`src/rtl/pwm_dac_if.sv`:
```
// pwm_dac_if: groups the sample/gain/enable inputs and the PWM outputs of
// pwm_dac. Optional macro PWM_DAC_PWMN_EN adds the complementary pin pwm_n.
interface pwm_dac_if;
    logic       enable;
    logic [7:0] amplitude;
    logic [7:0] gain;
    logic       pwm;
    logic       period_start;
    logic [7:0] duty;
`ifdef PWM_DAC_PWMN_EN
    logic       pwm_n;
`endif

    // Source side: drives the run request, sample and gain; observes the pin.
    modport master (
        output enable,
        output amplitude,
        output gain,
        input  pwm,
        input  period_start,
`ifdef PWM_DAC_PWMN_EN
        input  pwm_n,
`endif
        input  duty
    );

    // PWM stage side.
    modport slave (
        input  enable,
        input  amplitude,
        input  gain,
        output pwm,
        output period_start,
`ifdef PWM_DAC_PWMN_EN
        output pwm_n,
`endif
        output duty
    );
endinterface

```
`src/rtl/pwm_dac.sv`:
```
// pwm_dac: scales a signed 8-bit sample by an unsigned gain, converts it to
// offset-binary duty and drives a 256-cycle PWM frame. Duty is only loaded
// at frame boundaries so the pin never glitches mid-frame.
// Optional macro PWM_DAC_PWMN_EN adds the complementary output pwm_n.
module pwm_dac (
    input  logic       clk,
    input  logic       reset,
    pwm_dac_if.slave   bus
);

    typedef enum logic {
        IDLE = 1'b0,
        RUN  = 1'b1
    } state_t;

    state_t             state_reg, state_next;
    logic [7:0]         cnt_reg, cnt_next;
    logic [7:0]         duty_reg, duty_next;
    logic               period_start_reg, period_start_next;
    logic signed [7:0]  scaled_reg;
    logic signed [7:0]  scaled_next;
    logic signed [15:0] product;
    logic [7:0]         duty_conv;
    logic               run;
    logic               below_duty;

    // Signed sample times zero-extended gain; the full-scale product
    // (-128*255 .. 127*255) fits in 16 bits, and the arithmetic shift floors.
    assign product     = $signed(bus.amplitude) * $signed({1'b0, bus.gain});
    assign scaled_next = 8'(product >>> 8);

    // Scale register: one-cycle latency from inputs, updated every clock.
    always_ff @(posedge clk or posedge reset) begin
        if (reset) begin
            scaled_reg <= '0;
        end else begin
            scaled_reg <= scaled_next;
        end
    end

    // Offset-binary conversion: invert the sign bit, pass the rest through.
    genvar gi;
    generate
        for (gi = 0; gi < 8; gi++) begin : g_conv
            if (gi == 7) begin : g_msb
                assign duty_conv[gi] = ~scaled_reg[gi];
            end else begin : g_lsb
                assign duty_conv[gi] = scaled_reg[gi];
            end
        end
    endgenerate

    // State, frame counter, duty and frame-start pulse registers.
    always_ff @(posedge clk or posedge reset) begin
        if (reset) begin
            state_reg        <= IDLE;
            cnt_reg          <= 8'h00;
            duty_reg         <= 8'h80;
            period_start_reg <= 1'b0;
        end else begin
            state_reg        <= state_next;
            cnt_reg          <= cnt_next;
            duty_reg         <= duty_next;
            period_start_reg <= period_start_next;
        end
    end

    // Next-state logic: start on enable, load duty only at frame boundaries,
    // and let a frame always run to completion before returning to IDLE.
    always_comb begin
        state_next        = state_reg;
        cnt_next          = cnt_reg;
        duty_next         = duty_reg;
        period_start_next = 1'b0;
        case (state_reg)
            IDLE: begin
                cnt_next = 8'h00;
                if (bus.enable) begin
                    duty_next         = duty_conv;
                    period_start_next = 1'b1;
                    state_next        = RUN;
                end
            end
            RUN: begin
                cnt_next = cnt_reg + 8'h01;
                if (cnt_reg == 8'hFF) begin
                    if (bus.enable) begin
                        duty_next         = duty_conv;
                        period_start_next = 1'b1;
                    end else begin
                        state_next = IDLE;
                    end
                end
            end
            default: begin
                state_next = IDLE;
            end
        endcase
    end

    // Pin decode purely from registered state so the outputs are glitch-free
    // relative to the clock and drop immediately on reset.
    assign run        = (state_reg == RUN);
    assign below_duty = (cnt_reg < duty_reg);

    assign bus.pwm          = run && below_duty;
    assign bus.period_start = period_start_reg;
    assign bus.duty         = duty_reg;
`ifdef PWM_DAC_PWMN_EN
    assign bus.pwm_n        = run && !below_duty;
`endif

endmodule

```
`src/flat_wrapper.sv`:
```
// flat-port wrapper written by rule: the top's interface ports become plain ports
module pwm_dac_flat 
  (clk, reset, bus_enable, bus_amplitude, bus_gain, bus_pwm, bus_period_start, bus_duty);
  pwm_dac_if bus_i ();
  input  logic clk;
  input  logic reset;
  input wire logic [$bits(bus_i.enable)-1:0] bus_enable;
  input wire logic [$bits(bus_i.amplitude)-1:0] bus_amplitude;
  input wire logic [$bits(bus_i.gain)-1:0] bus_gain;
  output wire logic [$bits(bus_i.pwm)-1:0] bus_pwm;
  output wire logic [$bits(bus_i.period_start)-1:0] bus_period_start;
  output wire logic [$bits(bus_i.duty)-1:0] bus_duty;
  assign bus_i.enable = bus_enable;
  assign bus_i.amplitude = bus_amplitude;
  assign bus_i.gain = bus_gain;
  assign bus_pwm = bus_i.pwm;
  assign bus_period_start = bus_i.period_start;
  assign bus_duty = bus_i.duty;
  pwm_dac u_core (.clk(clk), .reset(reset), .bus(bus_i));
endmodule
```
`config.mk`:
```
export PLATFORM = sky130hd
export DESIGN_NAME = pwm_dac_flat
export DESIGN_NICKNAME = d
export VERILOG_FILES = /design/src/rtl/pwm_dac_if.sv /design/src/rtl/pwm_dac.sv /design/src/flat_wrapper.sv
export SDC_FILE = /design/constraint.sdc
export NUM_CORES = 1
export LEC_CHECK = 0
export ABC_AREA = 1
export ABC_CLOCK_PERIOD_IN_PS = 2400
export CORE_ASPECT_RATIO = 1.75
export CORE_MARGIN = 2
export CORE_UTILIZATION = 60
export DETAILED_ROUTE_END_ITERATION = 10
export PLACE_DENSITY = 0.92
export SLEW_MARGIN = 15
export SYNTH_ARGS = -nofsm -noshare
export SYNTH_HDL_FRONTEND = slang
export SYNTH_SLANG_ARGS = --single-unit
```
`constraint.sdc`:
```
create_clock -name clk -period 2.4 [get_ports clk]
set_clock_uncertainty 0.2 [all_clocks]
set_input_delay 0.48 -clock clk [delete_from_list [all_inputs] [get_ports clk]]
set_output_delay 0.48 -clock clk [all_outputs]
set_load 0.01 [all_outputs]
```
# After elaboration in Yosys (flattened, before gate mapping)
# Cells that the tools add are included.
# word_totals
regBits	26
in_bits	19
# classes
n_eq_ne	2
multipliers	1
order_cmp	1
bitwise	2
addsub	1
mux	9
reduce_logical	1
# ops
cell	count
case mux 8 bit (2 select lines)	2
multiplier 8 x 9 -> 16 bit	1
2-to-1 mux 8 bit	2
adder 8 x 1 -> 8 bit (second input constant)	1
== test 8 bit (second input constant)	1
less-than comparator 8 bit	1
case mux 1 bit (2 select lines)	2
2-to-1 mux 1 bit	3
inequality test 2 bit (second input constant)	1
NOT 1 bit	2
logical AND 1 bit	1

# Longest topological paths before layout
# depth
ltp_word	4
depth_mapped	20
mapped_depth_nobuf	19

# Worst setup path before layout
# Ideal clock, no wire load.
# synth_path
path_kind	input to register
start	in bus_gain[2]
end	reg u_core.scaled_reg[6]
required_time_ps	2084
setup_time_ps	116
setup_slack_ps	-1758
arrival_ps	3841
n_path_buf	1
path_stages	16
cell_sequence	clkbuf_1 -> nor2_1 -> fa_1 -> fa_1 -> fa_1 -> inv_1 -> fa_1 -> inv_1 -> ha_1 -> nand2_1 -> nand2_1 -> o21bai_1 -> a21oi_1 -> nand2_1 -> nand2_1 -> nand2_1
# synth_between
elab_chain_cells	1
# synth_lines
element	line_no	rtl
start, declared	flat_wrapper.sv:9	input wire logic [$bits(bus_i.gain)-1:0] bus_gain;
multiplier 8 x 9 -> 16 bit	pwm_dac.sv:29	assign product = $signed(bus.amplitude) * $signed({1'b0, bus.gain});
net u_core.product[14]	pwm_dac.sv:22	logic signed [15:0] product;
end signal, assigned	pwm_dac.sv:37	scaled_reg <= scaled_next;
end, declared	pwm_dac.sv:20	logic signed [7:0] scaled_reg;
# The timed path passes the listed nets, and every way through them passes these cells.
# A chain may end at the register's enable or synchronous reset.

# Worst setup path after layout
# layout_path
start	in bus_amplitude[2]
end	reg u_core.scaled_reg[6]
# layout_between
elab_chain_cells	1
# layout_lines
element	line_no	rtl
start, declared	flat_wrapper.sv:8	input wire logic [$bits(bus_i.amplitude)-1:0] bus_amplitude;
multiplier 8 x 9 -> 16 bit	pwm_dac.sv:29	
net u_core.product[14]	pwm_dac.sv:22	
# The timed path passes the listed nets, and every way through them passes these cells.

==> run_results.csv <==
group,metric,value,unit
global_route,gr-total-overflow,0,
drt,first_pass_iters,8,
logic_synthesis,yosysWarnings,0,
die,start_util,63.0,%
critical_path,start_kind,"input port",
finish,drive_above_1_share,30.4,%
critical_path,crit_path_start,"bus_amplitude[2]",
logic_synthesis,ys.flop_type,"dfrtp_1",
global_route,grtUsageTotal,31.1,%
finish,instances_no_fill,574,
clock_network,htreeDepth,1,
timing,post-route-period-util,161,%
critical_path,end_kind,"flip-flop",
power_and_ir_drop,p_leak,0.00255,uW
logic_synthesis,yosysSeqAreaShare,19.5,%
hold_path,whs_path_depth,1,
logic_synthesis,async_reset_ff_share,100,%
logic_synthesis,avgSynthCellArea,7.69,um^2
critical_path,endpoint,"u_core.scaled_reg[6]",
clock_network,clkSinkCount,26,
critical_path,timing.rr.start,"u_core.cnt_reg[1]",
clock_network,worstSkewPairLatency,0.29,ns
finish,diodes,0,
timing,max_freq,259,MHz
clock_network,cts_buffers,3,
timing,tightestPinTransition,0.349,ns
clock_network,clk_pin_slew,0.09,ns
logic_synthesis,syn_nets,534,
clock_network,tritoncts,"built",
logic_synthesis,netlist_instances,434,
status,failed_checks,"setup timing",
die,ios,29,
global_route,grt_max_degree,27,
timing,rsz0062_at_grt,"yes",
die,core,5300,um^2
timing,setup_viol,9,
die,chipHeight,103,um
critical_path,setup.worst_path.class,"in2reg",
critical_path,arrival,3.86,ns
finish,nNetsFinal,601,
logic_synthesis,synth_edf_count,0,
die,rows,35,
power_and_ir_drop,vdd_drop_max,0.000448,V
clock_network,cts_root_buffer,"clkbuf_8",
global_route,grt_pass1_vias,3371,
critical_path,crit_fanout,6,
drt,routed_wirelength,8780,um
critical_path,r2r_slack,0.66,ns
timing,hold_viol_final,0,
timing,max-slew-margin-rel,76.8,%
logic_synthesis,yosysTopAreaCell,"fa_1",
logic_synthesis,synth.distinct_cells,29,
critical_path,critPathRequiredTime,2.39,ns
logic_synthesis,synth-seq-cells,26,
logic_synthesis,synth_commonest_cells,"115 x inv_1, 103 x nand2_1, 46 x ha_1",
die,die-area,6200,um^2
finish,area_growth_syn_to_layout,32.7,%
global_route,grt_pass1_wl,14300,um
die,die_w,60.4,um
hold_path,hold_class,"reg2reg",
critical_path,reg2reg_depth,10,
logic_synthesis,synth_area_leaders,"fa_1 21%, dfrtp_1 19%, ha_1 17%",
timing,finalCriticalPeriod,3.87,ns
drt,drt_iter0_drc,167,
placed_design,hpwl,6670,um
clock_network,clockBufferDepth,2,
power_and_ir_drop,power_density,801,nW/um^2
logic_synthesis,synth_top_area_share,21.0,%
drt,drc,0,
logic_synthesis,yosysMostFrequentCell,"inv_1",
clock_network,ctsHoldBuffers,0,
flow_run,cap_violations,0,
drt,post_drt_wl_per_cell,15.3,um
placed_design,io_buffers,28,
drt,antenna_left,0,
timing,slew_violations,0,
status,status,"finished, violations left",
drt,vias,3024,
global_route,antenna_found_initial,0,
placed_design,dp.cells,562,
finish,fin_util,83.5,%
placed_design,place.gp.congestion,0.936,
logic_synthesis,netlist_area,3340,um^2
drt,via_per_inst,5.27,
critical_path,timing.rr.end,"u_core.bus.duty[4]",
timing,fin_ws,-1.47,ns
## how the worst min path moves through the flow
stage / start / endpoint / slack (ns)
finish: u_core.scaled_reg[7] / u_core.bus.duty[7] / 0.23
global route: u_core.scaled_reg[7] / u_core.bus.duty[7] / 0.23
CTS: u_core.scaled_reg[7] / u_core.bus.duty[7] / 0.22
detailed placement: u_core.scaled_reg[7] / u_core.bus.duty[7] / 0.21
global placement: u_core.scaled_reg[7] / u_core.bus.duty[7] / 0.20
floorplan: u_core.scaled_reg[7] / u_core.bus.duty[7] / 0.17
## timing repair
| item | 4_1_cts | 5_1_grt |
|---|---|---|
| hold endpoints to repair | 0 | 0 |
| buffers inserted | 3 | 5 |
| pin swaps | 27 | 25 |
| resized for setup | 116 | 30 |
| setup endpoints to repair | 9 | 9 |
| gates cloned | 0 | 0 |
## report_power, final
group	internal [uW]	leakage, uW	total [uW]	switching, uW
sequential	514	0.000286	533	19.1
combinational	1190	0.00222	2640	1450
clock	224	0.0000357	375	151
## final cells by class
| class | instances | area [um^2] |
|---|---|---|
| clock buffers | 3 | 41.3 |
| well taps | 74 | 92.6 |
| multi-input cells | 278 | 2550 |
| flip-flops and latches | 26 | 652 |
| fillers | 270 | 872 |
| clock inverters | 1 | 30.0 |
| inverters | 118 | 457 |
| repair buffers | 74 | 603 |
## metal layers
| metal | GRT usage (%) | wire [um] | vias up |
|---|---|---|---|
| met5 | 0 | 0 | - |
| met4 | 19.0 | 513 | 0 |
| met3 | 4.52 | 275 | 45 |
| met2 | 61.0 | 5120 | 119 |
| met1 | 27.6 | 2870 | 1443 |
| li1 | - | - | 1417 |
## cell usage in the layout, fill, tap and decap left out, types with 3 or more instances in the layout
cell type / count
a21oi_1: 9
a21oi_2: 8
a21oi_4: 3
buf_2: 6
buf_4: 46
buf_6: 8
clkbuf_8: 3
clkdlybuf4s50_1: 11
dfrtp_1: 25
fa_1: 30
fa_2: 5
ha_1: 36
ha_4: 10
inv_1: 103
inv_2: 12
nand2_1: 84
nand2_2: 14
nand2_4: 9
nand3_1: 8
nor2_1: 18
nor2_2: 3
nor2_4: 4
o21ai_0: 7
o21ai_1: 7
o21ai_2: 4
xnor2_1: 5
## stage by stage
step	TNS (ns)	power, uW	area (um^2)	worst slack, ns	hold slack (ns)
after floorplan	-10.99	2020	3630	-1.48	0.167
after global placement	-16.28	2450	4100	-2.08	0.196
after detailed placement	-17.54	2580	4100	-2.26	0.211
after CTS	-10.74	3290	4340	-1.40	0.223
after global routing	-12.28	3790	4430	-1.61	0.234
final	-11.23	3550	4430	-1.47	0.229
## kinds of logic after synthesis
family	Yosys count	synth area share, %
AOI/OAI and AO/OA	44	7.47
xor gates and xnor gates	7	1.84
adders and majority gates	81	38.3
buffers and inverters	130	15.2
DFF	26	19.5
and+or+nand+nor	146	17.7
## critical path: stages
cell	delay [ns]
buf_6	0.09
buf_8	0.13
nand2_2	0.06
inv_2	0.04
fa_1	0.49
fa_1	0.51
fa_1	0.51
inv_2	0.04
fa_1	0.54
inv_2	0.05
ha_4	0.24
nand2_2	0.07
nand2_2	0.07
o21bai_4	0.19
a21oi_2	0.16
nand2_1	0.07
nand2_1	0.07
nand2_1	0.05
Note: power is estimated with default switching activity, not from simulation.
